**config.mk**
```make
export PLATFORM = sky130hd
export DESIGN_NAME = fetch_stage
export DESIGN_NICKNAME = d
export VERILOG_FILES = /design/src/rtl/fetch_stage.sv
export SDC_FILE = /design/constraint.sdc
export NUM_CORES = 1
export LEC_CHECK = 0
export CAP_MARGIN = 5
export CORE_MARGIN = 2
export CORE_UTILIZATION = 35
export DETAILED_ROUTE_END_ITERATION = 6
export PLACE_DENSITY_LB_ADDON = 0.05
export SLEW_MARGIN = 10
export SYNTH_ARGS = -nofsm -noshare
export SYNTH_HDL_FRONTEND = slang
export SYNTH_SLANG_ARGS = --single-unit
export TNS_END_PERCENT = 10
```
**constraint.sdc**
```tcl
create_clock -name clk -period 8.8 [get_ports clk]
set_input_delay 1.32 -clock clk [delete_from_list [all_inputs] [get_ports clk]]
set_output_delay 1.32 -clock clk [all_outputs]
set_load 0.03 [all_outputs]
```
**src/rtl/fetch_stage.sv**
```systemverilog
// fetch_stage: instruction fetch stage with a credit-limited prefetch queue feeding IF_ID.
//   clk, rst (async, active-low)
//   imem_req_valid/ready/addr   : in-order instruction requests, one per handshake
//   imem_resp_valid/data        : in-order responses, never back-pressured
//   stall, redirect_valid/pc    : hazard hold and branch redirect (redirect wins)
//   if_valid/instruction/pc     : queue head presented to IF_ID
//   outstanding                 : requests in flight
module fetch_stage #(
    parameter logic [63:0] RESET_PC    = 64'h0,
    parameter int          QUEUE_DEPTH = 4,
    parameter logic [63:0] PC_STEP     = 64'd4
) (
    input  logic                         clk,
    input  logic                         rst,
    output logic                         imem_req_valid,
    input  logic                         imem_req_ready,
    output logic [63:0]                  imem_req_addr,
    input  logic                         imem_resp_valid,
    input  logic [31:0]                  imem_resp_data,
    input  logic                         stall,
    input  logic                         redirect_valid,
    input  logic [63:0]                  redirect_pc,
    output logic                         if_valid,
    output logic [31:0]                  if_instruction,
    output logic [63:0]                  if_pc,
    output logic [$clog2(QUEUE_DEPTH):0] outstanding
);
    localparam int PW = $clog2(QUEUE_DEPTH);
    localparam int CW = PW + 1;
    logic [63:0]   fetch_pc_q, fetch_pc_d, resp_pc_q, resp_pc_d, target;
    logic [PW-1:0] rd_ptr_q, rd_ptr_d, wr_ptr_q, wr_ptr_d;
    logic [CW-1:0] count_q, count_d, out_q, out_d, drop_q, drop_d;
    logic [63:0]   pc_mem  [QUEUE_DEPTH];
    logic [31:0]   ins_mem [QUEUE_DEPTH];
    logic          fire, push, pop;
    always_comb begin
        target         = redirect_pc & ~64'd3;
        // credits: queued entries plus in-flight requests never exceed the queue size
        imem_req_valid = rst && !redirect_valid &&
                         (({1'b0, count_q} + {1'b0, out_q}) < (CW + 1)'(QUEUE_DEPTH));
        imem_req_addr  = fetch_pc_q;
        fire           = imem_req_valid && imem_req_ready;
        // a response arriving with a redirect, or while stale ones are pending, is discarded
        push           = imem_resp_valid && !redirect_valid && drop_q == '0;
        if_valid       = count_q != '0;
        pop            = if_valid && !stall && !redirect_valid;
        if_pc          = if_valid ? pc_mem[rd_ptr_q] : '0;
        if_instruction = if_valid ? ins_mem[rd_ptr_q] : '0;
        outstanding    = out_q;
        out_d          = out_q + CW'(fire) - CW'(imem_resp_valid);
        drop_d         = redirect_valid ? out_q - CW'(imem_resp_valid)
                                        : drop_q - CW'(imem_resp_valid && drop_q != '0);
        count_d        = redirect_valid ? '0 : count_q + CW'(push) - CW'(pop);
        wr_ptr_d       = redirect_valid ? '0 : wr_ptr_q + PW'(push);
        rd_ptr_d       = redirect_valid ? '0 : rd_ptr_q + PW'(pop);
        fetch_pc_d     = redirect_valid ? target : fetch_pc_q + (fire ? PC_STEP : 64'd0);
        resp_pc_d      = redirect_valid ? target : resp_pc_q + (push ? PC_STEP : 64'd0);
    end
    always_ff @(posedge clk or negedge rst) begin
        if (!rst) begin
            fetch_pc_q <= RESET_PC;
            resp_pc_q  <= RESET_PC;
            rd_ptr_q   <= '0;
            wr_ptr_q   <= '0;
            count_q    <= '0;
            out_q      <= '0;
            drop_q     <= '0;
        end else begin
            fetch_pc_q <= fetch_pc_d;
            resp_pc_q  <= resp_pc_d;
            rd_ptr_q   <= rd_ptr_d;
            wr_ptr_q   <= wr_ptr_d;
            count_q    <= count_d;
            out_q      <= out_d;
            drop_q     <= drop_d;
        end
    end
    // queue storage needs no reset: entries are only visible while count is non-zero
    always_ff @(posedge clk) begin
        if (push) begin
            pc_mem[wr_ptr_q]  <= resp_pc_q;
            ins_mem[wr_ptr_q] <= imem_resp_data;
        end
    end
endmodule

```
==> flow_summary.ini, run 1 <==
[run_status]
status = completed

[synth]
synth_area_sq_um = 22500
ys_types = 62
yosys_register_bits = 513
ys_async_sr_fraction = 0.267
yosysTopAreaCell = edfxtp_1
seq_area_frac_synth = 0.655
synth_cells = 1511
synth.area.top_cells = edfxtp_1 50%, dfrtp_1 15%, mux4_2 9.4%, and2_1 2.7%, nor2_1 1.5%
synth-edff-count = 376
postSynthAreaPerCell_sq_um = 14.9
synth-main-ff-cell = edfxtp_1
yosys.area.top_type_share = 0.502
synth_warnings = 0

[setup_path]
rr_endpoint = imem_req_addr[60]
endpoint_kind = output port
critical-path-max-stage-delay_ps = 950
critPathSlowestCell = dfrtp_4
r2r_cells = 12
arrival_ps = 3840
required_ps = 7480
path_cells = buf_4 > mux4_2 > and2_1 > clkdlybuf4s50_1
path_max_fanout = 36
r2r_setup_slack_ps = 4420
reg2reg_from = count_q[1]
crit_type = reg2out
cp-start-kind = flop

[sta]
rsz0062_at_grt = false
tightest_slew_ps = 1000
clock.fmax_ghz = 0.194
setup_violations = 0
hold_viol_final = 0
period_needed_ps = 5160
slew_headroom = 0.332
finalCritPeriodShare = 0.587
skew_ps = 27.2
tns_ps = 0
maxSlewViolCount = 0
whs_ps = 589

[drt]
met2_length_um = 29500
avgViaCountPerCell = 5.32
postRouteWirelength_um = 62700
drc_errors = 0
wl_met3_um = 2870
maxUsedRoutingLayer = met4
first_pass_iters = 5
wl_met1_um = 28800
ant_nets = 0
route.vias.total = 14200
first_iter_violations = 992
post_drt_wl_per_cell_um = 23.6

[floorplanning]
die_w_um = 257
die-area_sq_um = 66300
rows = 92
die_y_um = 257
start_util = 0.355
core_area_sq_um = 63300
ioPinCount = 267

[power]
power.density_nw_per_um2 = 253
leakagePower_nw = 9.24
seqPwrFrac = 0.414
switching_share = 0.309
intPower_mw = 4.87
ir_drop_mv = 0.146
p_clk_frac = 0.339
p_sw_mw = 2.18
comb_power_share = 0.248

[clocking]
cts_setup_buffers = 0
hold_buffers = 0
clk_transition_reported_paths_ps = 60
cts_resized = 0
numCtsBuffers = 56
cts_htree_levels = 2
clk_latency_ps = 620
cts.sinks = 513
cts_tree = done
cts_buffer_depth = 3
clock-root-buffer = clkbuf_16

[grt]
grt_pass1_wl_um = 94100
overflow = 0
grt_pass1_vias = 14500
grtUsageTotal = 0.188
antenna_found_initial = 0
grt_max_degree = 76

[finish]
drive_gt1_frac = 0.139
nNetsFinal = 1885
fin_area_sq_um = 27800
final_cells = 2658
syn_to_final_growth_pct = 23.9
antenna_cells = 0

[placement]
port_buffers = 260
post-place-cells = 2553
dpl-instance-area_sq_um = 26000
hpwl_um = 40600
gp_congestion = 0.818

[min_path]
hold_end = pc_mem[3][10]
hold_path_class = reg2reg
hold_start = resp_pc_q[10]
min_path_cells = 0

[run]
cap_viol_max_count = 0
## worst max-delay path, delay by kind of cell, from the launching register on
| family | cells | cell delay, ps |
|---|---|---|
| buf+inv | 2 | 1360 |
| simple gates | 1 | 220 |
| flops | 1 | 950 |
| mux | 1 | 620 |
## flip-flops by register name (all words and copies together) (netlist names)
name	flops
count_q	3
pc_mem	248
outstanding	3
imem_req_addr	62
rd_ptr_q	2
wr_ptr_q	2
ins_mem	128
resp_pc_q	62
drop_q	3
## cell type report
cell class | count | area (sq um)
fill | 5846 | 35500
sequential | 513 | 14700
multi-input combinational | 880 | 7320
timing repair buffer | 278 | 2740
clock buffer | 66 | 1450
tap | 846 | 1060
clock inverter | 39 | 412
inverter | 36 | 138
## cell families after synthesis
kind of cell / Yosys count / share of synthesized area
AOI/OAI and AO/OA: 154 / 0.0485
xor gates and xnor gates: 51 / 0.0199
adders and majority gates: 18 / 0.0107
buffers and inverters: 121 / 0.0213
DFF: 513 / 0.655
muxes: 128 / 0.111
other: 1 / 0.000167
and+or+nand+nor: 525 / 0.134
## worst max path at each step
stage	start	end	slack (ps)
after global routing	rd_ptr_q[0]	if_pc[10]	3350
after CTS	rd_ptr_q[0]	if_pc[10]	3500
after global placement	redirect_valid	resp_pc_q[44]	3170
final	rd_ptr_q[0]	if_pc[10]	3640
after floorplan	redirect_valid	ins_mem[0][0]	-190
after detailed placement	redirect_valid	resp_pc_q[36]	3100
## cells in the mapped netlist, drive strengths merged, types with 8 or more instances
master / n
and3: 25
nor2: 89
a21oi: 17
ha: 16
a31oi: 27
dfrtp: 137
buf: 24
a311oi: 12
clkbuf: 61
edfxtp: 376
mux4: 94
or3: 16
nor2b: 13
nand4: 44
and4: 21
o21ai: 16
nand2b: 9
nor3: 28
xnor2: 37
mux2: 27
nor3b: 8
nand3: 48
a211oi: 25
inv: 36
nand2: 56
nor4: 27
or4: 26
xor2: 14
o31ai: 25
and2: 98
## power by group through the flow
stage	logic (mW)	registers [mW]	clock network, mW
2_1_floorplan	0.996	2.95	0
3_3_place_gp	1.78	2.96	0
3_5_place_dp	1.78	2.96	0
4_1_cts	1.79	2.92	2.45
5_1_grt	1.87	2.94	2.56
6_report	1.74	2.91	2.39
## cells in the final DEF, fill, tap and decap left out, drive strengths merged, types with 26 or more instances in the layout
master / Yosys / final
a31oi: 27 / 27
and2: 98 / 98
clkbuf: 61 / 66
clkdlybuf4s50: 0 / 258
dfrtp: 137 / 137
edfxtp: 376 / 376
inv: 36 / 39
mux2: 27 / 27
mux4: 94 / 94
nand2: 56 / 56
nand3: 48 / 48
nand4: 44 / 44
nor2: 89 / 89
nor3: 28 / 28
nor4: 27 / 27
or4: 26 / 26
xnor2: 37 / 37
## per-layer routing
| layer | vias up | global-route usage |
|---|---|---|
| met5 | - | 0 |
| met4 | 0 | 0.0514 |
| met3 | 84 | 0.0335 |
| met2 | 352 | 0.299 |
| met1 | 7298 | 0.266 |
| li1 | 6416 | - |
## metrics by stage
stage	power, mW	worst slack, ps	utilization
floorplan	3.95	-195	-
global placement	4.74	3170	0.410
detailed placement	4.75	3100	0.410
CTS	7.16	3500	0.440
global route	7.36	3350	0.440
finish	7.05	3640	0.440
Power figures use the tool's default switching activity.
==> run 2, diff against run 1 <==
==> constraint.sdc (replaced) <==
create_clock -name clk -period 4.8 [get_ports clk]
set_input_delay 0.72 -clock clk [delete_from_list [all_inputs] [get_ports clk]]
set_output_delay 0.72 -clock clk [all_outputs]
set_load 0.03 [all_outputs]
==> run 2 against run 1 <==
Net effect: via count rose by 0.71%; global-route usage rose by 0.067 points; clock skew is 8.7 ps lower; die area did not move; final cell count grew 0.30%; register-to-register slack lost 3700 ps; flip-flop and latch count did not move; critical path type is now reg2reg; largest cell class unchanged; largest power group unchanged; highest routed layer unchanged.
==> flow_summary.ini, run 2 (synthesized netlist as in run 1, its figures left out) <==
[power]
power.density_nw_per_um2 = 459
leakagePower_nw = 9.30
total_power_mw = 12.8
ir_drop_mv = 0.288

[clocking]
cts_resized = 0
clk_transition_reported_paths_ps = 60
cts_tree = done
cts_buffer_depth = 3
cts_setup_buffers = 0
clk_latency_ps = 610
clock-root-buffer = clkbuf_16
numCtsBuffers = 56
cts.sinks = 513
hold_buffers = 0
cts_htree_levels = 2

[drt]
route.vias.total = 14300
drc_errors = 0
avgViaCountPerCell = 5.35
first_pass_iters = 5
ant_nets = 0
postRouteWirelength_um = 63000
first_iter_violations = 1119
post_drt_wl_per_cell_um = 23.6

[sta]
setup_violations = 0
rsz0062_at_grt = false
finalCritPeriodShare = 0.847
hold_viol_final = 0
whs_ps = 237
tightest_slew_ps = 879
fin_ws_ps = 734
period_needed_ps = 4070
maxSlewViolCount = 0
clock.fmax_ghz = 0.246
tns_ps = 0
slew_headroom = 0.409
skew_ps = 18.5

[setup_path]
arrival_ps = 4550
required_ps = 5290
path_max_fanout = 40
endpoint_kind = flop
critical-path-max-stage-delay_ps = 600
path_cells = ha_1 > or4b_2 > a311oi_1 > nand2_1 > inv_1 > ha_1 > nand4_1 > nor2_1 > nand4_1 > buf_4 > or4_1 > a31o_2
critPathSlowestCell = or4b_2
cp_num_buf_inv = 2
crit_type = reg2reg
cp_top_family = simple AND/OR/NAND/NOR gates
cp-start-kind = flop

[floorplanning]
ioPinCount = 267
die_y_um = 257
core_area_sq_um = 63300
rows = 92
die_w_um = 257
start_util = 0.355
die-area_sq_um = 66300

[finish]
antenna_cells = 0
fillers = 5737
regMostFlops = pc_mem
fin_area_sq_um = 28000
final_core_util = 0.442
mostFrequentLayoutCells = 376 x edfxtp_1, 258 x clkdlybuf4s50_1, 135 x dfrtp_1
nNetsFinal = 1895
layout_commonest_cell = edfxtp_1
top_regs = pc_mem (248), ins_mem (128)
drive_gt1_frac = 0.141
largest_reg_flops = 248
final_cells = 2666
syn_to_final_growth_pct = 24.6

[min_path]
hold_path_class = in2async

[placement]
dpl-instance-area_sq_um = 26200
post-place-cells = 2563
port_buffers = 260
gp_congestion = 0.792
hpwl_um = 40700
place_ws_ps = 532

[grt]
grt_pass1_vias = 14500
antenna_found_initial = 1
grt_max_degree = 138
overflow = 0
grtUsageTotal = 0.189
grt_pass1_wl_um = 94400

[run]
cap_viol_max_count = 0

[run_status]
status = completed
[run 2: cell types whose count changed in the layout (fill, tap and decap cells not counted), moves of 2 or more]
| cell | before | now |
|---|---|---|
| clkbuf_1 | 9 | 13 |
| clkinv_4 | 4 | 1 |
| buf_12 | 0 | 10 |
| inv_6 | 3 | 1 |
| clkinvlp_4 | 6 | 4 |
[run 2: cell type report]
| type | instances | area, sq um | area share |
|---|---|---|---|
| sequential | 513 | 14700 | 0.526 |
| timing repair buffer | 288 | 2940 | 0.105 |
| clock buffer | 71 | 1480 | 0.0528 |
| clock inverter | 32 | 328 | 0.0117 |
| tap | 846 | 1060 | 0.0378 |
| multi-input combinational | 880 | 7330 | 0.262 |
| inverter | 36 | 138 | 0.00492 |
[run 2: worst reg2reg max path, cell delays in order, from the launching register on]
cell	delay, ps
dfrtp_1	450
ha_1	230
or4b_2	600
a311oi_1	340
nand2_1	170
inv_1	100
ha_1	210
nand4_1	160
nor2_1	530
nand4_1	160
buf_4	290
or4_1	450
a31o_2	250
[run 2: final timing paths]
kind	cells past startpoint	slack [ps]	start	to
min reg2reg	0	550	resp_pc_q[63]	pc_mem[1][63]
min in group clk	0	550	resp_pc_q[63]	pc_mem[1][63]
max	12	730	outstanding[2]	imem_req_addr[60]
max in group asynchronous	2	3860	rst	imem_req_addr[52]
max reg2reg	12	730	outstanding[2]	imem_req_addr[60]
min	2	240	rst	imem_req_addr[4]
[run 2: power by group]
part	switching, mW	internal [mW]
combinational	1.86	1.39
clock	1.78	2.49
sequential	0.303	5.02
total	3.94	8.91
[run 2: per-layer routing]
metal,GRT usage,share of wire,vias to the layer above
met4,0.0480,0.021,0
met1,0.263,0.44,7340
li1,-,-,6441
met2,0.302,0.48,393
met3,0.0382,0.056,77
met5,0,0,-
